`src/rtl/agc_pkg.sv`:
```
// Shared definitions for the AGC shift controller: FSM encodings,
// width helper and saturation constants.
package agc_pkg;

  // Control FSM encodings
  localparam logic [1:0] ST_IDLE   = 2'd0;
  localparam logic [1:0] ST_EVAL   = 2'd1;
  localparam logic [1:0] ST_UPDATE = 2'd2;
  localparam logic [1:0] ST_HOLD   = 2'd3;

  typedef enum logic [1:0] {
    IDLE   = ST_IDLE,
    EVAL   = ST_EVAL,
    UPDATE = ST_UPDATE,
    HOLD   = ST_HOLD
  } agc_state_e;

  // Bits needed to hold values 0..n (i.e. clog2(n+1)), never less than 1.
  function automatic int shift_width(input int n);
    int w;
    w = 1;
    while ((1 << w) <= n) w = w + 1;
    return w;
  endfunction

  // Largest positive two's-complement value of width w, as a bit pattern.
  function automatic logic [31:0] sat_pos(input int w);
    return (32'd1 << (w - 1)) - 32'd1;
  endfunction

  // Most negative two's-complement value of width w, as a bit pattern.
  function automatic logic [31:0] sat_neg(input int w);
    return 32'd1 << (w - 1);
  endfunction

endpackage

```
`src/rtl/agc_sat_shift.sv`:
```
// Two-stage gain datapath: stage 1 captures a sample together with the
// shift in force at that moment, stage 2 applies the arithmetic left
// shift and clamps to the signed output range. Capturing the shift with
// the sample guarantees a sample never sees two different gains.
module agc_sat_shift
  import agc_pkg::*;
#(
  parameter int INPUT_WIDTH = 16,
  parameter int MAX_SHIFT   = 4,
  parameter int SHIFT_W     = 3
) (
  input  logic                   clk,
  input  logic                   rst,
  input  logic                   nd,
  input  logic [INPUT_WIDTH-1:0] data_in,
  input  logic [SHIFT_W-1:0]     shift,
  output logic                   nd_out,
  output logic [INPUT_WIDTH-1:0] data_out,
  output logic                   sat
);

  localparam int WW = INPUT_WIDTH + MAX_SHIFT;

  localparam logic [31:0]            SAT_POS_32 = sat_pos(INPUT_WIDTH);
  localparam logic [31:0]            SAT_NEG_32 = sat_neg(INPUT_WIDTH);
  localparam logic [INPUT_WIDTH-1:0] SAT_POS    = SAT_POS_32[INPUT_WIDTH-1:0];
  localparam logic [INPUT_WIDTH-1:0] SAT_NEG    = SAT_NEG_32[INPUT_WIDTH-1:0];

  logic [INPUT_WIDTH-1:0] s1_data;
  logic [SHIFT_W-1:0]     s1_shift;
  logic                   s1_nd;

  logic signed [WW-1:0]   s1_ext;
  logic signed [WW-1:0]   shifted;
  logic [MAX_SHIFT:0]     top_bits;
  logic                   ovf;

  // Stage 1: capture sample and its gain only when a new sample arrives
  always_ff @(posedge clk) begin
    if (rst) begin
      s1_data  <= '0;
      s1_shift <= '0;
      s1_nd    <= 1'b0;
    end else begin
      s1_nd <= nd;
      if (nd) begin
        s1_data  <= data_in;
        s1_shift <= shift;
      end
    end
  end

  // Widen, shift, and detect overflow: the result fits only when every
  // bit from the output sign position upward agrees with the sign.
  always_comb begin
    s1_ext   = {{MAX_SHIFT{s1_data[INPUT_WIDTH-1]}}, s1_data};
    shifted  = s1_ext <<< s1_shift;
    top_bits = shifted[WW-1:INPUT_WIDTH-1];
    ovf      = !((&top_bits) || !(|top_bits));
  end

  // Stage 2: register the clamped result; data_out holds between samples
  always_ff @(posedge clk) begin
    if (rst) begin
      nd_out   <= 1'b0;
      data_out <= '0;
      sat      <= 1'b0;
    end else begin
      nd_out <= s1_nd;
      if (s1_nd) begin
        if (ovf) begin
          data_out <= shifted[WW-1] ? SAT_NEG : SAT_POS;
          sat      <= 1'b1;
        end else begin
          data_out <= shifted[INPUT_WIDTH-1:0];
          sat      <= 1'b0;
        end
      end else begin
        sat <= 1'b0;
      end
    end
  end

endmodule

```
`src/rtl/agc_shift_ctrl.sv`:
```
// Automatic gain control by power-of-two steps. Once per detection window
// the latched peak magnitude is projected through the current gain and
// compared against hysteresis thresholds; the shift moves by at most one
// step per window, and a few windows are skipped after each change so the
// detector can observe the new gain before it is judged again.
//
// Handshake: max_valid and nd are single-cycle qualifiers with no
// back-pressure; max_valid is consumed only in IDLE (HOLD counts it),
// nd is always accepted and reappears as nd_out exactly two cycles later.
module agc_shift_ctrl
  import agc_pkg::*;
#(
  parameter int                     INPUT_WIDTH  = 16,
  parameter int                     MAX_SHIFT    = 4,
  parameter int                     INIT_SHIFT   = 0,
  parameter logic [INPUT_WIDTH-1:0] HI_TH        = 16'h6000,
  parameter logic [INPUT_WIDTH-1:0] LO_TH        = 16'h2000,
  parameter int                     HOLD_WINDOWS = 2,
  localparam int                    SHIFT_W      = shift_width(MAX_SHIFT)
) (
  input  logic                   clk,
  input  logic                   rst,
  input  logic [INPUT_WIDTH-1:0] max_in,
  input  logic                   max_valid,
  input  logic                   freeze,
  input  logic                   nd,
  input  logic [INPUT_WIDTH-1:0] data_in,
  output logic                   nd_out,
  output logic [INPUT_WIDTH-1:0] data_out,
  output logic                   sat,
  output logic [SHIFT_W-1:0]     shift_out,
  output logic [1:0]             state_dbg
);

  localparam int PW     = INPUT_WIDTH + MAX_SHIFT;
  localparam int HOLD_W = shift_width(HOLD_WINDOWS);

  localparam logic [SHIFT_W-1:0] MAX_SHIFT_V  = SHIFT_W'(MAX_SHIFT);
  localparam logic [SHIFT_W-1:0] INIT_SHIFT_V = SHIFT_W'(INIT_SHIFT);
  localparam logic [HOLD_W-1:0]  HOLD_INIT    = HOLD_W'(HOLD_WINDOWS);
  localparam logic [HOLD_W-1:0]  HOLD_LAST    = HOLD_W'(1);
  localparam logic [PW-1:0]      HI_EXT       = {{MAX_SHIFT{1'b0}}, HI_TH};
  localparam logic [PW-1:0]      LO_EXT       = {{MAX_SHIFT{1'b0}}, LO_TH};

  agc_state_e         state;
  logic [SHIFT_W-1:0] shift;
  logic [HOLD_W-1:0]  hold_cnt;
  logic [PW-1:0]      proj;
  logic               dec;
  logic               inc;

  // Control FSM: project, compare, step the shift, then hold off
  always_ff @(posedge clk) begin
    if (rst) begin
      state    <= IDLE;
      shift    <= INIT_SHIFT_V;
      hold_cnt <= '0;
      proj     <= '0;
      dec      <= 1'b0;
      inc      <= 1'b0;
    end else begin
      case (state)
        IDLE: begin
          if (max_valid && !freeze) begin
            proj  <= {{MAX_SHIFT{1'b0}}, max_in} << shift;
            state <= EVAL;
          end
        end
        EVAL: begin
          // Equality with either threshold is deliberately a no-change
          dec   <= (proj > HI_EXT) && (shift != '0);
          inc   <= (proj < LO_EXT) && (shift < MAX_SHIFT_V);
          state <= UPDATE;
        end
        UPDATE: begin
          if (dec) begin
            shift <= shift - 1'b1;
          end else if (inc) begin
            shift <= shift + 1'b1;
          end
          if ((dec || inc) && (HOLD_WINDOWS != 0)) begin
            hold_cnt <= HOLD_INIT;
            state    <= HOLD;
          end else begin
            state <= IDLE;
          end
        end
        HOLD: begin
          // Windows measured across the gain change are not trusted
          if (hold_cnt == '0) begin
            state <= IDLE;
          end else if (max_valid) begin
            hold_cnt <= hold_cnt - 1'b1;
            if (hold_cnt == HOLD_LAST) state <= IDLE;
          end
        end
        default: state <= IDLE;
      endcase
    end
  end

  assign shift_out = shift;
  assign state_dbg = state;

  agc_sat_shift #(
    .INPUT_WIDTH (INPUT_WIDTH),
    .MAX_SHIFT   (MAX_SHIFT),
    .SHIFT_W     (SHIFT_W)
  ) u_datapath (
    .clk      (clk),
    .rst      (rst),
    .nd       (nd),
    .data_in  (data_in),
    .shift    (shift),
    .nd_out   (nd_out),
    .data_out (data_out),
    .sat      (sat)
  );

endmodule

```
`config.mk`:
```
export PLATFORM = sky130hd
export DESIGN_NAME = agc_shift_ctrl
export DESIGN_NICKNAME = d
export VERILOG_FILES = /design/src/rtl/agc_pkg.sv /design/src/rtl/agc_sat_shift.sv /design/src/rtl/agc_shift_ctrl.sv
export SDC_FILE = /design/constraint.sdc
export NUM_CORES = 1
export LEC_CHECK = 0
export ABC_AREA = 1
export CAP_MARGIN = 20
export CELL_PAD_IN_SITES_DETAIL_PLACEMENT = 0
export CELL_PAD_IN_SITES_GLOBAL_PLACEMENT = 1
export CORE_UTILIZATION = 36
export CTS_BUF_LIST = sky130_fd_sc_hd__clkbuf_2
export CTS_CLUSTER_DIAMETER = 50
export DETAILED_ROUTE_END_ITERATION = 6
export GPL_TIMING_DRIVEN = 0
export PLACE_DENSITY_LB_ADDON = 0.25
export RECOVER_POWER = 50
export SLEW_MARGIN = 10
export SYNTH_ARGS = -nofsm -noshare
export SYNTH_HDL_FRONTEND = slang
export SYNTH_SLANG_ARGS = --single-unit
```
`constraint.sdc`:
```
create_clock -name clk -period 1.6 [get_ports clk]
set_input_delay 0.32 -clock clk [delete_from_list [all_inputs] [get_ports clk]]
set_output_delay 0.32 -clock clk [all_outputs]
set_load 0.01 [all_outputs]
```
==> run summary <==
Critical Path Slowest Stage Cell - dfxtp_2
Dpl ws - -0.519 ns
CTS buffer count - 9
DR iter-0 viols - 197
Share of layout cells above drive strength 1 - 22.4%
Crit path time final - 1.65 ns
Post-route DRC violation count - 0
Via count - 3892
Gr usage total - 20.6%
Area of the mapped netlist - 3740 um2
Total global routing overflow - 0
Cell row count - 36
Grt met1 use - 30.1%
RSZ-0062 raised after global routing - yes
CP cell instances - buf_6 > buf_8 > buf_2 > nand2_1 > o21ai_1 > o21ai_0 > o21ai_1 > nand2_2 > a21oi_2
Initial antenna violation count - 0
Worst EP required - 2.02 ns
Met2 usage - 30.5%
Slew HR - 58.4%
Detailed Place HPWL - 7.97 mm
Longest Clk Path Bufs - 2
RePlAce Congestion - 0.909
Cell Count, Final, Fillers Out - 776
Met3 GRT Util - 4.32%
Pins Over Slew Limit - 0
Root Buffer - clkbuf_2
Sum Neg Setup Slack - -0.475 ns
Max VDD drop - 508 uV
Final worst slack - -0.0526 ns
First-pass GRT wire length - 17.8 mm
Status - complete, but fails checks
Max Cap Viol - 0
ANT nets after route - 0
CP top delay family - compound AO/OA/AOI/OAI gates
Io pins - 60
Power Dens Cells - 789 nW/um2
# hold bufs at CTS - 0
Worst slew pin tran - 0.618 ns
Sequential area share after synthesis - 35.9%
Largest net degree at the start of global routing - 13
Die Y - 104 um
Clock Skew - 0.0219 ns
TritonCTS clock tree - yes
Setup CP Type - register to register
Clk_lat worst skew - 0.52 ns
Post-Syn Area per Cell - 6.79 um2
WL final - 10.7 mm
CP Capture Type - register
CTS HTree Levels - 3
Placed cell count - 743
Worst setup SP type - register
Reg clk slew, reported paths - 0.19 ns
Layout area overhead - 33.6%
Max Freq - 605 MHz
Core Area - 9910 um2
Leakage power - 2.11 nW
Synthesis-stage register bit count - 67
Starting density of the core - 37.8%
Port Buf Inserts - 59
Most used cell, CP - o21ai_1
Util after Layout - 50.4%
Final setup vio count - 13
Syn Nets - 591
ANT cells - 0
Number of synthesized flops with an enable pin - 0
Async S/R FF share, synth - 0%
Nets - 678
Total chip power - 3.94 mW
Vias in the first global route - 3581
Hold Vio Cnt, Final - 0
Synth Warn # - 0
Die Wd - 104 um
Crit Path Max Fanout - 10
Total die area - 10800 um2
Busiest grt layer - met2
Arrival @ worst endpoint - 2.08 ns
Failing checks - setup timing
HP Class - input pin to register
Ys flop type - dfxtp_1
Placement Cell Area - 4520 um2
Vias per cell - 5.02
Cells after synthesis - 551
DR WL/cell - 13.8 um
Hold Slack - 0.362 ns
Fin crit share - 103%
Final instance area - 5000 um2
Crit path largest cell delay - 0.37 ns
CTS sink count - 67
WP buf/inv - 3
Initial DRT Pass Iterations - 5
Distinct cells, synth - 40
layout by cell type, fill, tap and decap left out, types with 4 or more instances in the layout:
cell type,instances
nand3_1,22
mux2i_1,6
o221ai_1,4
dfxtp_1,51
nor2_1,28
o21ai_0,51
buf_6,5
dfxtp_2,11
nand2_2,23
o21ai_1,23
nor2_2,4
a31oi_1,6
inv_1,46
o21ai_2,5
nand3_2,13
clkdlybuf4s50_1,34
clkbuf_1,13
nand2_1,137
a21oi_2,12
clkbuf_2,12
dfxtp_4,5
dlygate4sd2_1,20
buf_2,5
buf_4,17
a21oi_1,29
a22oi_1,5
per-layer routing:
layer | share of wire [%] | vias up
met5 | 0 | -
met4 | 1.3 | 0
met1 | 51 | 1770
li1 | - | 2006
met2 | 42 | 104
met3 | 5.9 | 12
power by group:
part	switching, mW	internal (mW)	total [mW]
registers	0.0658	1.77	1.84
clock network	0.646	0.510	1.16
logic	0.540	0.412	0.952
total	1.25	2.69	3.94
path summary, 6_finish.rpt:
path	startpoint	to	slack [ns]	cells after the start
worst min-delay path	data_in[12]	u_datapath.s1_data[12]	0.36	3
worst min register to register	u_datapath.s1_data[7]	u_datapath.s1_data[7]	0.48	2
worst max-delay path	u_datapath.s1_shift[0]	u_datapath.data_out[6]	-0.05	9
worst max register to register	u_datapath.s1_shift[0]	u_datapath.data_out[6]	-0.05	9
cell usage after synthesis, types with 3 or more instances:
cell	count	area (um2)
clkbuf_1	16	60.1
nand3_2	5	50.1
a22oi_1	5	37.5
nand2_2	17	106
o221ai_1	4	35.0
nor4_1	5	31.3
nand2_1	144	541
mux2i_1	8	80.1
a21oi_1	31	155
nor2_1	33	124
a21oi_2	10	87.6
buf_2	9	45.0
a31oi_1	6	37.5
o21ai_0	72	360
dfxtp_1	67	1340
buf_1	3	11.3
inv_1	48	180
o21ai_1	7	35.0
a211oi_1	3	22.5
nand4_1	3	18.8
nand3_1	31	155
state kept, by name (all words and copies together), names as in the netlist:
name	count
shift_out	3
u_datapath.sat	1
u_datapath.s1_data	16
u_datapath.nd_out	1
hold_cnt	2
u_datapath.s1_shift	3
u_datapath.s1_nd	1
proj	20
state_dbg	2
inc	1
dec	1
u_datapath.data_out	16
area by class of cell:
cell class	instances	area, um2
Buffer	30	198
Clock buffer	9	45.0
Clock inverter	7	92.6
Fill cell	1077	4910
Inverter	52	210
Multi-Input combinational cell	400	2190
Sequential cell	67	1370
Tap cell	133	166
Timing Repair Buffer	78	726
worst min-delay path: stages:
cell and delay, ns:
clkdlybuf4s50_1 0.40, nor2_1 0.10, nor2_1 0.05
cell families (layout without fill, tap and decap cells):
| group | count (synthesis) | count (layout) | share of synthesized area [%] |
|---|---|---|---|
| DFF | 67 | 67 | 35.9 |
| AOI/OAI and AO/OA | 143 | 143 | 21.8 |
| adders and majority gates | 3 | 3 | 1.20 |
| muxes | 8 | 8 | 2.14 |
| and+or+nand+nor | 246 | 246 | 29.0 |
| buffers and inverters | 84 | 176 | 10.0 |
what timing repair did:
action | CTS | global route
buffers inserted | 16 | 2
setup endpoints to repair | 57 | 43
gates cloned | 1 | 0
pin swaps | 4 | 11
resized for setup | 74 | 60
Note: power is estimated with default switching activity, not from simulation.
